`src/rtl/seq_alu.sv`:
```
// Sequential ALU: one-cycle logic/arith ops plus iterative Booth multiply and
// restoring divide, with a start/ready/done handshake and a registered {HI,LO} result.
module seq_alu #(
    parameter int BITS      = 32,
    parameter int SIG_COUNT = 13,
    parameter int PC_STEP   = 4
) (
    input  logic                 clk,
    input  logic                 clr,
    input  logic                 start,
    input  logic [SIG_COUNT-1:0] ctrl_signal,
    input  logic [BITS-1:0]      X,
    input  logic [BITS-1:0]      Y,
    output logic                 ready,
    output logic                 done,
    output logic [2*BITS-1:0]    result,
    output logic                 zero,
    output logic                 neg,
    output logic                 err_op,
    output logic                 err_div0
);

    localparam int SW = $clog2(BITS);
    localparam logic [SW:0] BITS_W = (SW+1)'(BITS);

    localparam int OP_ADD = 0;
    localparam int OP_SUB = 1;
    localparam int OP_MUL = 2;
    localparam int OP_DIV = 3;
    localparam int OP_SHR = 4;
    localparam int OP_SHL = 5;
    localparam int OP_ROR = 6;
    localparam int OP_ROL = 7;
    localparam int OP_AND = 8;
    localparam int OP_OR  = 9;
    localparam int OP_NEG = 10;
    localparam int OP_NOT = 11;
    localparam int OP_INC = 12;

    typedef enum logic [2:0] {
        S_IDLE,
        S_MUL,
        S_DIV,
        S_FIX,
        S_DONE
    } state_t;

    state_t            state_q, state_d;
    logic [SW-1:0]     cnt_q, cnt_d;
    logic [BITS:0]     acc_q, acc_d;     // Booth A / division remainder
    logic [BITS-1:0]   mq_q, mq_d;       // Booth multiplier / dividend->quotient
    logic [BITS-1:0]   m_q, m_d;         // multiplicand / divisor magnitude
    logic              qm1_q, qm1_d;
    logic              sx_q, sx_d;
    logic              sq_q, sq_d;
    logic [2*BITS-1:0] result_q, result_d;
    logic              zero_q, zero_d;
    logic              neg_q, neg_d;
    logic              err_op_q, err_op_d;
    logic              err_div0_q, err_div0_d;

    logic [SW-1:0]     sh;
    logic [BITS-1:0]   lo;
    logic              op_valid;

    always_comb begin
        sh       = Y[SW-1:0];
        op_valid = (ctrl_signal != '0) &&
                   ((ctrl_signal & (ctrl_signal - 1'b1)) == '0);
        lo       = '0;
        case (1'b1)
            ctrl_signal[OP_ADD]: lo = X + Y;
            ctrl_signal[OP_SUB]: lo = X - Y;
            ctrl_signal[OP_SHR]: lo = X >> sh;
            ctrl_signal[OP_SHL]: lo = X << sh;
            ctrl_signal[OP_ROR]: lo = (X >> sh) | (X << (BITS_W - {1'b0, sh}));
            ctrl_signal[OP_ROL]: lo = (X << sh) | (X >> (BITS_W - {1'b0, sh}));
            ctrl_signal[OP_AND]: lo = X & Y;
            ctrl_signal[OP_OR]:  lo = X | Y;
            ctrl_signal[OP_NEG]: lo = '0 - Y;
            ctrl_signal[OP_NOT]: lo = ~Y;
            ctrl_signal[OP_INC]: lo = Y + BITS'(PC_STEP);
            default:             lo = '0;
        endcase
    end

    logic [BITS:0]     sum;
    logic [BITS:0]     shifted;
    logic [BITS:0]     trial;
    logic [BITS-1:0]   q_fix;
    logic [BITS-1:0]   r_fix;
    logic [2*BITS-1:0] res_n;
    logic              load;
    logic              eop_n;
    logic              ediv_n;
    logic              last;

    always_comb begin
        state_d    = state_q;
        cnt_d      = cnt_q;
        acc_d      = acc_q;
        mq_d       = mq_q;
        m_d        = m_q;
        qm1_d      = qm1_q;
        sx_d       = sx_q;
        sq_d       = sq_q;
        result_d   = result_q;
        zero_d     = zero_q;
        neg_d      = neg_q;
        err_op_d   = err_op_q;
        err_div0_d = err_div0_q;
        sum        = '0;
        shifted    = '0;
        trial      = '0;
        q_fix      = '0;
        r_fix      = '0;
        res_n      = '0;
        load       = 1'b0;
        eop_n      = 1'b0;
        ediv_n     = 1'b0;
        last       = (cnt_q == SW'(BITS-1));

        case (state_q)
            S_IDLE: begin
                if (start) begin
                    cnt_d = '0;
                    if (!op_valid) begin
                        eop_n   = 1'b1;
                        load    = 1'b1;
                        state_d = S_DONE;
                    end else if (ctrl_signal[OP_MUL]) begin
                        acc_d   = '0;
                        mq_d    = Y;
                        m_d     = X;
                        qm1_d   = 1'b0;
                        state_d = S_MUL;
                    end else if (ctrl_signal[OP_DIV]) begin
                        if (Y == '0) begin
                            res_n   = {X, {BITS{1'b0}}};
                            ediv_n  = 1'b1;
                            load    = 1'b1;
                            state_d = S_DONE;
                        end else begin
                            acc_d   = '0;
                            mq_d    = X[BITS-1] ? '0 - X : X;
                            m_d     = Y[BITS-1] ? '0 - Y : Y;
                            sx_d    = X[BITS-1];
                            sq_d    = X[BITS-1] ^ Y[BITS-1];
                            state_d = S_DIV;
                        end
                    end else begin
                        res_n   = {{BITS{lo[BITS-1]}}, lo};
                        load    = 1'b1;
                        state_d = S_DONE;
                    end
                end
            end

            S_MUL: begin
                // A is one bit wider than X so that subtracting the most
                // negative multiplicand cannot overflow.
                case ({mq_q[0], qm1_q})
                    2'b01:   sum = acc_q + {m_q[BITS-1], m_q};
                    2'b10:   sum = acc_q - {m_q[BITS-1], m_q};
                    default: sum = acc_q;
                endcase
                acc_d = {sum[BITS], sum[BITS:1]};
                mq_d  = {sum[0], mq_q[BITS-1:1]};
                qm1_d = mq_q[0];
                if (last) begin
                    res_n   = {acc_d[BITS-1:0], mq_d};
                    load    = 1'b1;
                    state_d = S_DONE;
                end else begin
                    cnt_d = cnt_q + SW'(1);
                end
            end

            S_DIV: begin
                shifted = {acc_q[BITS-1:0], mq_q[BITS-1]};
                trial   = shifted - {1'b0, m_q};
                acc_d   = trial[BITS] ? shifted : trial;
                mq_d    = {mq_q[BITS-2:0], ~trial[BITS]};
                if (last) begin
                    state_d = S_FIX;
                end else begin
                    cnt_d = cnt_q + SW'(1);
                end
            end

            S_FIX: begin
                // Truncating division: quotient sign from operand signs,
                // remainder sign from the dividend.
                q_fix   = sq_q ? '0 - mq_q : mq_q;
                r_fix   = sx_q ? '0 - acc_q[BITS-1:0] : acc_q[BITS-1:0];
                res_n   = {r_fix, q_fix};
                load    = 1'b1;
                state_d = S_DONE;
            end

            S_DONE: state_d = S_IDLE;

            default: state_d = S_IDLE;
        endcase

        if (load) begin
            result_d   = res_n;
            zero_d     = (res_n == '0);
            neg_d      = res_n[2*BITS-1];
            err_op_d   = eop_n;
            err_div0_d = ediv_n;
        end
    end

    always_ff @(posedge clk) begin
        if (!clr) begin
            state_q    <= S_IDLE;
            cnt_q      <= '0;
            acc_q      <= '0;
            mq_q       <= '0;
            m_q        <= '0;
            qm1_q      <= 1'b0;
            sx_q       <= 1'b0;
            sq_q       <= 1'b0;
            result_q   <= '0;
            zero_q     <= 1'b1;
            neg_q      <= 1'b0;
            err_op_q   <= 1'b0;
            err_div0_q <= 1'b0;
        end else begin
            state_q    <= state_d;
            cnt_q      <= cnt_d;
            acc_q      <= acc_d;
            mq_q       <= mq_d;
            m_q        <= m_d;
            qm1_q      <= qm1_d;
            sx_q       <= sx_d;
            sq_q       <= sq_d;
            result_q   <= result_d;
            zero_q     <= zero_d;
            neg_q      <= neg_d;
            err_op_q   <= err_op_d;
            err_div0_q <= err_div0_d;
        end
    end

    assign ready    = (state_q == S_IDLE);
    assign done     = (state_q == S_DONE);
    assign result   = result_q;
    assign zero     = zero_q;
    assign neg      = neg_q;
    assign err_op   = err_op_q;
    assign err_div0 = err_div0_q;

endmodule

```
`config.mk`:
```
export PLATFORM = sky130hd
export DESIGN_NAME = seq_alu
export DESIGN_NICKNAME = d
export VERILOG_FILES = /design/src/rtl/seq_alu.sv
export SDC_FILE = /design/constraint.sdc
export NUM_CORES = 2
export LEC_CHECK = 0
export BUFFER_PORTS_ARGS = -buffer_cell sky130_fd_sc_hd__buf_2
export CAP_MARGIN = 5
export CORE_MARGIN = 3
export CORE_UTILIZATION = 40
export CTS_CLUSTER_DIAMETER = 30
export DETAILED_ROUTE_END_ITERATION = 6
export MAX_ROUTING_LAYER = met4
export SYNTH_ARGS = -nofsm -noshare
export SYNTH_HDL_FRONTEND = slang
export SYNTH_SLANG_ARGS = --single-unit
```
`constraint.sdc`:
```
create_clock -name clk -period 5.9 [get_ports clk]
set_clock_uncertainty 0.05 [all_clocks]
set_input_delay 0.59 -clock clk [delete_from_list [all_inputs] [get_ports clk]]
set_output_delay 0.59 -clock clk [all_outputs]
set_load 0.005 [all_outputs]
```
==> qor.yml <==
logic_synthesis:
  synth_ff_type: "dfxtp_1"
  synth_fa_ha_area_share_pct: 7.108
  ys_ff_latch: 175
  synthMuxAreaShare_pct: 13.49
  ys_warn_count: 0
  synth_top_family_by_area: "compound AO/OA/AOI/OAI gates"
  synthSimpleGateAreaFrac_pct: 20.75
  synth_edf_count: 0
  synth.avg_cell_area_um2: 7.116
  synthesis.nets: 4669
  synthXorXnorAreaFrac_pct: 7.474
  async_flop_share_pct: 0
  syn_inst: 4413
  ys_seq_area_share_pct: 11.16
  synth_compound_gate_area_share_pct: 32.34
  synth_area_um2: 31400
  synthDistinctLibCells: 105
placed_design:
  place_congestion: 1.163
  post-place-ws_ps: -272.7
  dp_hpwl_um: 162100
  port-buffer-count: 149
  place_inst: 5548
layout:
  multi_input_comb_area_um2: 25690
  drive_above_1_share_pct: 17.87
  layout.cells.non_filler: 5603
  fillers: 8150
  area.sequential_um2: 3503
  syn_to_final_growth_pct: 13.18
  nets: 4788
route:
  drc: 37
  vias_per_cell: 7.220
  avgRoutedWirePerCell_um: 37.33
  drt_wl_total_um: 209100
  drtAntennaViolNets: 0
  num_vias: 40456
  drtPass1Iterations: 7
  first_iter_violations: 7078
floorplan:
  die_h_um: 286.2
  coreArea_um2: 77590
  rows: 102
  die-area_um2: 81910
  start_util_pct: 40.47
  io_pins: 150
  die_w_um: 286.2
clock_tree:
  cts_root_buf: "clkbuf_16"
  cts_buffer_depth: 2
  clk_pin_slew_ps: 100
  postCtsHoldBufs: 0
  htreeDepth: 4
  cts_tree: "built"
  cts_sinks: 175
  clkLatencyLatePin_ps: 520
  cts_made_buffers: 17
global_routing:
  grt_overflow: 0
  grt_max_degree: 100
  grt.total_usage_pct: 50.26
  antenna_found_initial: 18
  grt_pass1_vias: 36528
  grt_pass1_wl_um: 286900
worst_setup_path:
  max_stage_delay_ps: 510
  worst_path_dominant_cell_family: "compound AO/OA/AOI/OAI gates"
  path_class: "reg -> reg"
  r2r_slack_ps: 90
  crit_required_ps: 6320
  setup.worst_path.start_class: "register"
  crit_fanout: 13
  reg2reg_from: "mq_q[31]"
  timing.rr.end: "acc_q[29]"
  critPathSlowestCell: "a221oi_1"
  path_buf_inv: 3
  crit_chain: "inv_1, ha_1, inv_1, fa_1, a21oi_1, and4b_1, o21ai_0, a311oi_1, a221oi_1, o21ai_0, o41a_1, a221o_1, a21o_1, a21oi_1, o21ai_0, ha_1, buf_4, nor2_1, a32oi_1, o311ai_0, o21a_1"
  cp.arrival_ps: 6220
  endpoint_kind: "register"
  cp_common_cell: "o21ai_0"
  worstRegToRegCells: 21
status:
  outcome: "finished with violations"
  violations: "DRC"
sta:
  setup-violations-final: 0
  worst_slew_pin_slew_ps: 1257
  worst_slack_ps: 94.93
  fin_crit_ps: 5805
  hold_viol_final: 0
  slew_headroom_pct: 15.88
  slew_violations: 0
  post-route-period-util_pct: 98.39
  max_freq_mhz: 172.3
  fin_hold_ws_ps: 405.9
worst_hold_path:
  hold_start: "result[18]"
  min_path_cells: 2
  min_to: "result[18]"
  min_path_type: "reg -> reg"
job:
  drv_cap: 0
power:
  powerDensity_nw_per_um2: 143.3
  worst_ir_drop_vdd_mv: 0.2371
  leakagePower_nw: 13.96
## synth_stat cells, types with 15 or more instances
library cell  count  area, µm²
nand2_1         433       1625
nor2_1          411       1543
a21oi_1         408       2042
clkbuf_1        318       1194
o21ai_0         295       1476
xnor2_1         201       1760
dfxtp_1         175       3503
ha_1            172       2152
inv_1           166      623.1
mux2i_1         114       1141
mux4_2          105       2365
nor3_1          102      510.5
a221oi_1         94      823.3
a211oi_1         81      608.1
a31oi_1          78      488.0
nand3_1          73      365.4
xor2_1           67      586.8
mux2_2           64      720.7
or3_1            60      375.4
buf_2            58      290.3
nand2b_1         50      312.8
o31ai_1          50      375.4
nand4_1          49      306.5
a21o_1           47      352.8
o211ai_1         45      337.8
o22ai_1          44      275.3
nor4_1           43      269.0
o221ai_1         40      350.3
a22oi_1          37      277.8
nor2b_1          32      200.2
a211o_1          25      219.0
o21a_1           25      187.7
and3_1           24      150.1
o21bai_1         23      172.7
o2111ai_1        22      192.7
buf_1            21      78.83
or2_2            20      125.1
or4_1            20      150.1
a222oi_1         19      190.2
and2_1           18      112.6
a221o_1          17      170.2
o41ai_1          16      140.1
buf_4            15      112.6
o31a_1           15      131.4
## worst register-to-register path, stage by stage, from the launching register on
cell and delay [ps]:
dfxtp_1 310, inv_1 110, ha_1 170, inv_1 50, fa_1 400, a21oi_1 190, and4b_1 230, o21ai_0 360
a311oi_1 320, a221oi_1 510, o21ai_0 230, o41a_1 430, a221o_1 350, a21o_1 190, a21oi_1 200, o21ai_0 120
ha_1 410, buf_4 240, nor2_1 470, a32oi_1 110, o311ai_0 140, o21a_1 170
## area by class of cell
type / instances / share of cell area [%]
diodes: 18 / 0.1267
clock inverters: 15 / 0.5245
multi-input cells: 3642 / 72.29
inverters: 178 / 1.887
well taps: 1040 / 3.661
clock buffers: 17 / 1.197
repair buffers: 518 / 10.46
flip-flops and latches: 175 / 9.856
## registers in the layout, indices dropped and copies added, names as in the netlist
register  flops
acc_q        33
qm1_q         1
cnt_q         5
err_div0      1
mq_q         32
result       64
err_op        1
state_q       3
sq_q          1
sx_q          1
m_q          32
zero          1
## cell usage in the layout, fill, tap and decap left out, types with 25 or more instances in the layout
cell and count:
a21oi_1 405, a31oi_1 77, a211oi_1 79, nor3_1 100, a22oi_1 37, nand2b_1 50
o31ai_1 49, a211o_1 25, mux2i_1 114, inv_1 166, nand4_1 49, nor2_1 405
o211ai_1 45, nand3_1 73, xor2_1 66, mux2_2 64, a221oi_1 91, or3_1 60
o22ai_1 44, o21a_1 25, o221ai_1 40, nor4_1 42, ha_1 169, o21ai_0 294
xnor2_1 199, dfxtp_1 175, buf_4 357, nor2b_1 32, a21o_1 47, nand2_1 432
mux4_2 105, buf_2 145
## through the flow
step | setup TNS (ps) | instance area (µm²) | util [%] | power [mW]
after CTS | 0 | 35370 | 45.58 | 4.916
after detailed placement | -272.7 | 34730 | 44.75 | 3.675
after global routing | -39.88 | 35530 | 45.79 | 5.147
after global placement | -192.9 | 34730 | 44.75 | 3.695
final | 0 | 35540 | 45.81 | 5.092
after floorplan | 0 | 31400 | - | 2.563
## power by group
group | leakage (nW) | internal [mW] | total, mW | switching [mW]
clock network | 0.294 | 0.579 | 1.26 | 0.683
registers | 1.42 | 1.20 | 1.22 | 0.0156
logic | 12.2 | 0.835 | 2.61 | 1.78
## timing repair
| item | 4_1_cts | 5_1_grt |
|---|---|---|
| resized for setup | 5 | 22 |
| endpoints found under the setup margin | 1 | 2 |
| setup buffers | 0 | 5 |
| pin swaps | 2 | 10 |
## routing by layer
layer / global-route usage (%) / wire length, µm / vias up
met4: 27.61 / 14400 / 0
met3: 16.44 / 29050 / 667
met5: - / 0 / -
met2: 68.18 / 82600 / 3381
met1: 65.21 / 83090 / 19606
li1: - / - / 16802
## worst max path at each step
stage | start | end | cells after the start
after floorplan | Y[3] | zero | 21
after global placement | m_q[2] | zero | 23
after detailed placement | m_q[2] | zero | 23
after CTS | m_q[6] | zero | 23
after global routing | m_q[2] | zero | 23
final | mq_q[31] | acc_q[29] | 21
## cell families (layout without fill, tap and decap cells)
| logic type | after synthesis | in the layout |
|---|---|---|
| other | 0 | 18 |
| AOI/OAI and AO/OA | 1524 | 1524 |
| buffers and inverters | 596 | 728 |
| and+or+nand+nor | 1390 | 1390 |
| muxes | 284 | 284 |
| DFF | 175 | 175 |
| xor gates and xnor gates | 268 | 268 |
| adders and majority gates | 176 | 176 |
(Power assumes the default switching activity.)
